<file path="src/rtl/timer_pkg.sv">
// rtl/timer_pkg.sv - shared types and defaults for the interval timer
//
// Purpose: state encoding and default widths used by interval_timer_ctrl and
// timer_count_core. No ports.
package timer_pkg;

  localparam int unsigned TIMER_WIDTH_DEF      = 32;
  localparam int unsigned TIMER_PRESCALE_W_DEF = 8;

  typedef enum logic [1:0] {
    TS_IDLE  = 2'd0,
    TS_RUN   = 2'd1,
    TS_PAUSE = 2'd2,
    TS_DONE  = 2'd3
  } timer_state_e;

  // Plain 2-bit constants so the FSM register stays a flat logic vector.
  localparam logic [1:0] ST_IDLE  = TS_IDLE;
  localparam logic [1:0] ST_RUN   = TS_RUN;
  localparam logic [1:0] ST_PAUSE = TS_PAUSE;
  localparam logic [1:0] ST_DONE  = TS_DONE;

endpackage

</file>
<file path="src/rtl/timer_count_core.sv">
// rtl/timer_count_core.sv - WIDTH-bit up-counter with sync clear and enable
//
// Ports:
//   clock     in   rising-edge clock
//   reset     in   synchronous active-high reset (count -> 0)
//   clear_i   in   synchronous clear, wins over enable
//   enable_i  in   increment by one (modulo 2^WIDTH)
//   count_o   out  current count
module timer_count_core
  import timer_pkg::*;
#(
  parameter int unsigned WIDTH = TIMER_WIDTH_DEF
) (
  input  logic             clock,
  input  logic             reset,
  input  logic             clear_i,
  input  logic             enable_i,
  output logic [WIDTH-1:0] count_o
);

  logic [WIDTH-1:0] count_q;
  logic [WIDTH-1:0] count_d;

  always_comb begin
    count_d = count_q;
    if (clear_i) begin
      count_d = '0;
    end else if (enable_i) begin
      count_d = count_q + WIDTH'(1);
    end
  end

  always_ff @(posedge clock) begin
    if (reset) begin
      count_q <= '0;
    end else begin
      count_q <= count_d;
    end
  end

  assign count_o = count_q;

endmodule

</file>
<file path="src/rtl/interval_timer_ctrl.sv">
// rtl/interval_timer_ctrl.sv - interval timer controller (FSM, shadow period, irq)
//
// Optional build macro: INTERVAL_TIMER_PRESCALE_EN adds cfg_prescale and a
// RUN-only prescaler; without it every RUN cycle is a counting tick.
//
// Ports:
//   clock, reset        rising-edge clock, synchronous active-high reset
//   cfg_load            pulse: capture cfg_period/cfg_periodic into shadow regs
//   cfg_period [WIDTH]  terminal period P (expiry every P ticks)
//   cfg_periodic        1 = auto-reload, 0 = one-shot
//   cfg_prescale [PW]   (macro only) tick every cfg_prescale+1 RUN cycles
//   start/pause/stop    command pulses, priority stop > start > pause
//   irq_clr             pulse: clear sticky irq (an expiry in the same cycle wins)
//   count [WIDTH]       current count
//   state [2]           IDLE=0 RUN=1 PAUSE=2 DONE=3
//   busy                RUN or PAUSE
//   expired             one-cycle pulse per expiry
//   irq                 sticky expiry flag
module interval_timer_ctrl
  import timer_pkg::*;
#(
  parameter int unsigned WIDTH      = TIMER_WIDTH_DEF,
  parameter int unsigned PRESCALE_W = TIMER_PRESCALE_W_DEF
) (
  input  logic                  clock,
  input  logic                  reset,
  input  logic                  cfg_load,
  input  logic [WIDTH-1:0]      cfg_period,
  input  logic                  cfg_periodic,
`ifdef INTERVAL_TIMER_PRESCALE_EN
  input  logic [PRESCALE_W-1:0] cfg_prescale,
`endif
  input  logic                  start,
  input  logic                  pause,
  input  logic                  stop,
  input  logic                  irq_clr,
  output logic [WIDTH-1:0]      count,
  output logic [1:0]            state,
  output logic                  busy,
  output logic                  expired,
  output logic                  irq
);

  logic [1:0]            state_q, state_d;
  logic                  busy_q, busy_d;
  logic                  expired_q;
  logic                  irq_q, irq_d;
  logic [WIDTH-1:0]      shadow_period_q;
  logic                  shadow_periodic_q;
  logic [WIDTH-1:0]      active_period_q, active_period_d;
  logic [PRESCALE_W-1:0] pre_q, pre_d;
  logic [PRESCALE_W-1:0] prescale_val;
  logic                  cnt_clear;
  logic                  cnt_enable;
  logic                  expire;
  logic                  run_tick;
  logic                  at_term;

`ifdef INTERVAL_TIMER_PRESCALE_EN
  assign prescale_val = cfg_prescale;
`else
  // Divide-by-one: pre_q never leaves zero, so every RUN cycle ticks.
  assign prescale_val = '0;
`endif

  timer_count_core #(.WIDTH(WIDTH)) u_count (
    .clock    (clock),
    .reset    (reset),
    .clear_i  (cnt_clear),
    .enable_i (cnt_enable),
    .count_o  (count)
  );

  assign run_tick = (state_q == ST_RUN) && (pre_q == prescale_val);
  // Compare against P-1 so count never goes past it, even for P = 2^WIDTH-1.
  assign at_term  = (count == (active_period_q - WIDTH'(1)));

  always_comb begin
    state_d         = state_q;
    active_period_d = active_period_q;
    pre_d           = pre_q;
    cnt_clear       = 1'b0;
    cnt_enable      = 1'b0;
    expire          = 1'b0;

    if (stop) begin
      state_d   = ST_IDLE;
      cnt_clear = 1'b1;
      pre_d     = '0;
    end else if (start && (state_q != ST_RUN)) begin
      if (state_q == ST_PAUSE) begin
        state_d = ST_RUN;
      end else if (shadow_period_q != '0) begin
        state_d         = ST_RUN;
        active_period_d = shadow_period_q;
        cnt_clear       = 1'b1;
        pre_d           = '0;
      end
    end else if (pause && !start && (state_q == ST_RUN)) begin
      state_d = ST_PAUSE;
    end else if (state_q == ST_RUN) begin
      if (run_tick) begin
        pre_d = '0;
        if (at_term) begin
          expire = 1'b1;
          // Mode is read live so a cfg_load of periodic applies at this decision.
          if (shadow_periodic_q) begin
            cnt_clear       = 1'b1;
            active_period_d = shadow_period_q;
          end else begin
            state_d = ST_DONE;
          end
        end else begin
          cnt_enable = 1'b1;
        end
      end else begin
        pre_d = pre_q + PRESCALE_W'(1);
      end
    end

    irq_d  = expire ? 1'b1 : (irq_clr ? 1'b0 : irq_q);
    busy_d = (state_d == ST_RUN) || (state_d == ST_PAUSE);
  end

  always_ff @(posedge clock) begin
    if (reset) begin
      state_q           <= ST_IDLE;
      busy_q            <= 1'b0;
      expired_q         <= 1'b0;
      irq_q             <= 1'b0;
      shadow_period_q   <= '0;
      shadow_periodic_q <= 1'b0;
      active_period_q   <= '0;
      pre_q             <= '0;
    end else begin
      state_q         <= state_d;
      busy_q          <= busy_d;
      expired_q       <= expire;
      irq_q           <= irq_d;
      active_period_q <= active_period_d;
      pre_q           <= pre_d;
      if (cfg_load) begin
        shadow_period_q   <= cfg_period;
        shadow_periodic_q <= cfg_periodic;
      end
    end
  end

  assign state   = state_q;
  assign busy    = busy_q;
  assign expired = expired_q;
  assign irq     = irq_q;

endmodule

</file>
<file path="config.mk">
export PLATFORM = sky130hd
export DESIGN_NAME = interval_timer_ctrl
export DESIGN_NICKNAME = d
export VERILOG_FILES = /design/src/rtl/timer_pkg.sv /design/src/rtl/timer_count_core.sv /design/src/rtl/interval_timer_ctrl.sv
export SDC_FILE = /design/constraint.sdc
export NUM_CORES = 1
export LEC_CHECK = 0
export BUFFER_PORTS_ARGS = -buffer_cell sky130_fd_sc_hd__buf_2
export CORE_MARGIN = 4
export CORE_UTILIZATION = 49
export DETAILED_ROUTE_END_ITERATION = 10
export GPL_TIMING_DRIVEN = 0
export PLACE_DENSITY = 0.81
export SLEW_MARGIN = 25
export SYNTH_ARGS = -nofsm -noshare
export SYNTH_HDL_FRONTEND = slang
export SYNTH_SLANG_ARGS = --single-unit
</file>
<file path="constraint.sdc">
create_clock -name clock -period 3.82 [get_ports clock]
set_clock_uncertainty 0.15 [all_clocks]
set_input_delay 0.191 -clock clock [delete_from_list [all_inputs] [get_ports clock]]
set_output_delay 0.191 -clock clock [all_outputs]
set_load 0.02 [all_outputs]
</file>
==> flow_summary.ini <==
[critical_path]
start_kind = flop
arrival_ns = 3.65
cp_max_fo = 10
worstPathRequired_ns = 3.91
path_class = reg -> reg
cp-end-kind = flop

[final_layout]
antenna_cells = 0
drive_gt1_share_pct = 14.57
area_growth_pct = 19.60
mostFrequentLayoutCells = 110 x dfxtp_1, 80 x buf_2, 67 x nor2_1, 67 x mux2i_1, 65 x nand2b_1
fill_cells = 1112
final_common_cell = dfxtp_1
final_nets = 899
instances_no_fill = 1030

[sta]
fin_crit_sh_pct = 93.21
slew_headroom_pct = 50.09
fin_setup_tns_ns = 0
slew_viol_final = 0
tightest_slew_ns = 0.7487
hold_viol_final = 0
period_needed_ns = 3.561
final-setup-viol-count = 0
rsz0062_at_grt = no
setup_slack_ns = 0.2593
max_freq_ghz = 0.2808

[place]
place_ws_ns = 0.2678
hpwl_microns = 12700
placed_cells = 981
port_buffers = 74
routabilityCongestion = 0.9394

[job]
maxCapViolCount = 0

[die]
ios = 77
core_sq_um = 12670
num_rows = 41
dieArea_sq_um = 14920
start_util_pct = 50.38
die_y_microns = 122.1
die_w_microns = 122.1

[power_and_ir_drop]
leakage_uw = 0.003035
ir_drop_mv = 0.4143
powerDensity_nw_per_um2 = 341.6

[cts]
cts_sinks = 110
cts_inserted_buffers = 9
cts.root.buffer_cell = clkbuf_16
worstSkewPairLatency_ns = 0.36
cts.clk_slew.worst_paths_ns = 0.07
htree_num_levels = 3
cts_tree = done
clockBufferDepth = 2

[hold_path]
hold_class = in -> reg

[global_route]
grtUsageTotal_pct = 24.07
grt_remaining_overflow = 0
grt_max_degree = 17
antenna_found_initial = 0
grt_pass1_vias = 5637
grt_pass1_wl_microns = 28810

[yosys]
syn_inst = 735
seq_area_frac_synth_pct = 34.50
synth-main-ff-cell = dfxtp_1
synthMuxAreaShare_pct = 10.68
ys_seq_elements = 110
synth_top_family_by_area = simple AND/OR/NAND/NOR gates
synth_edf_count = 0
synth_fa_ha_area_share_pct = 0.9408
yosys.area_share.simple_pct = 31.99
synth-xor-area-share_pct = 6.311
synthArstFlopShare_pct = 0
synth_nets = 779
syn_area_sq_um = 6384
ys_types = 62
avgSynthCellArea_sq_um = 8.685
synth_compound_area_share_pct = 10.41
yosys_warnings = 0

[drt]
drt-initial-drc-count = 471
wirelength_microns = 17460
drc = 0
drt-vias-per-instance = 5.858
antenna_left = 0
wl_per_cell_microns = 16.95
drtPass1Iterations = 5
vias = 6034

[run_status]
outcome = complete, no violations
## Yosys cell counts (3+ instances only)
| cell | n | area (sq um) |
|---|---|---|
| a211oi_1 | 4 | 30.03 |
| a21o_1 | 3 | 22.52 |
| a21oi_1 | 39 | 195.2 |
| a31oi_1 | 5 | 31.28 |
| and2_1 | 3 | 18.77 |
| and3_1 | 10 | 62.56 |
| and4_1 | 6 | 52.55 |
| buf_12 | 3 | 60.06 |
| buf_2 | 6 | 30.03 |
| buf_6 | 7 | 78.83 |
| clkbuf_1 | 29 | 108.9 |
| dfxtp_1 | 110 | 2202 |
| ha_1 | 4 | 50.05 |
| inv_1 | 12 | 45.04 |
| mux2i_1 | 67 | 670.6 |
| nand2_1 | 24 | 90.09 |
| nand2b_1 | 65 | 406.6 |
| nand3_1 | 18 | 90.09 |
| nand4_1 | 35 | 219.0 |
| nor2_1 | 67 | 251.5 |
| nor2b_1 | 5 | 31.28 |
| nor3_1 | 13 | 65.06 |
| nor3_2 | 3 | 30.03 |
| nor4_1 | 24 | 150.1 |
| nor4_4 | 3 | 63.81 |
| o211ai_1 | 4 | 30.03 |
| o21ai_0 | 6 | 30.03 |
| o21ai_1 | 15 | 75.07 |
| o31ai_1 | 17 | 127.6 |
| or2_2 | 4 | 25.02 |
| or3_1 | 23 | 143.9 |
| or4_1 | 20 | 150.1 |
| xnor2_1 | 34 | 297.8 |
| xor2_1 | 12 | 105.1 |
## critical path, stage by stage (launching register included)
cell and delay [ns]:
dfxtp_1 0.30, clkbuf_1 0.21, nor3_2 0.38, and4_1 0.25, clkbuf_1 0.31, nand2_1 0.09
o41a_1 0.48, nor4_4 0.42, nand3_1 0.14, o21ai_1 0.32, buf_2 0.29, a21oi_1 0.08
## metal layers
metal / routed length, microns / vias to the layer above / share of wire (%) / track usage [%]
met5: 0 / - / 0 / 0
met4: 328 / 0 / 1.9 / 6.088
met3: 1270 / 35 / 7.3 / 6.175
met2: 8200 / 215 / 47 / 39.33
met1: 7660 / 2857 / 44 / 31.81
li1: - / 2927 / - / -
## cell families after synthesis
kind of cell / Yosys count
AND/OR/NAND/NOR: 340
AO/OA/AOI/OAI: 107
flip-flops: 110
buffers and inverters: 59
XOR/XNOR: 46
multiplexers: 68
adder cells (fa/ha/maj): 5
## layout make-up
class,instances,area (sq um),area share (%)
sequential,110,2202,28.84
buffer,47,286.5,3.753
inverter,12,45.04,0.5900
tap,172,215.2,2.819
multi-input combinational,566,3870,50.69
timing repair buffer,109,718.2,9.407
clock buffer,11,252.7,3.310
clock inverter,3,45.04,0.5900
## state kept, by name, summed over array words and instances (netlist names)
| name | cells |
|---|---|
| active_period_q | 32 |
| shadow_period_q | 32 |
| u_count.count_o | 32 |
| pre_q | 8 |
| state | 2 |
| busy | 1 |
| expired | 1 |
| irq | 1 |
| shadow_periodic_q | 1 |
## report_power, final
part           internal (uW)  switching, uW
registers               1180           33.3
clock network            537            412
logic                    208            240
total                   1920            685
## stage by stage
stage / cell area, sq um / hold WS, ns / power (uW) / util (%)
floorplan: 6384 / 0.1883 / 1543 / -
global placement: 6969 / 0.2724 / 1636 / 55.00
detailed placement: 6969 / 0.2853 / 1640 / 55.00
CTS: 7607 / 0.1317 / 2601 / 60.04
global route: 7635 / 0.1620 / 2704 / 60.25
finish: 7635 / 0.1246 / 2608 / 60.25
## what timing repair did
action | in CTS | in global routing
setup endpoints to repair | 0 | 31
resized for setup | 0 | 5
hold buffers | 34 | 0
hold endpoints to repair | 34 | 0
buffers inserted | 0 | 1
## final timing paths
check                            from                   to  slack [ns]  cells after the start
setup reg to reg   active_period_q[8]   u_count.count_o[5]        0.26                     11
hold / removal               cfg_load   shadow_period_q[2]        0.12                      3
hold reg to reg   active_period_q[31]  active_period_q[31]        0.34                      2
setup / recovery   active_period_q[8]   u_count.count_o[5]        0.26                     11
Note: power is estimated with default switching activity, not from simulation.
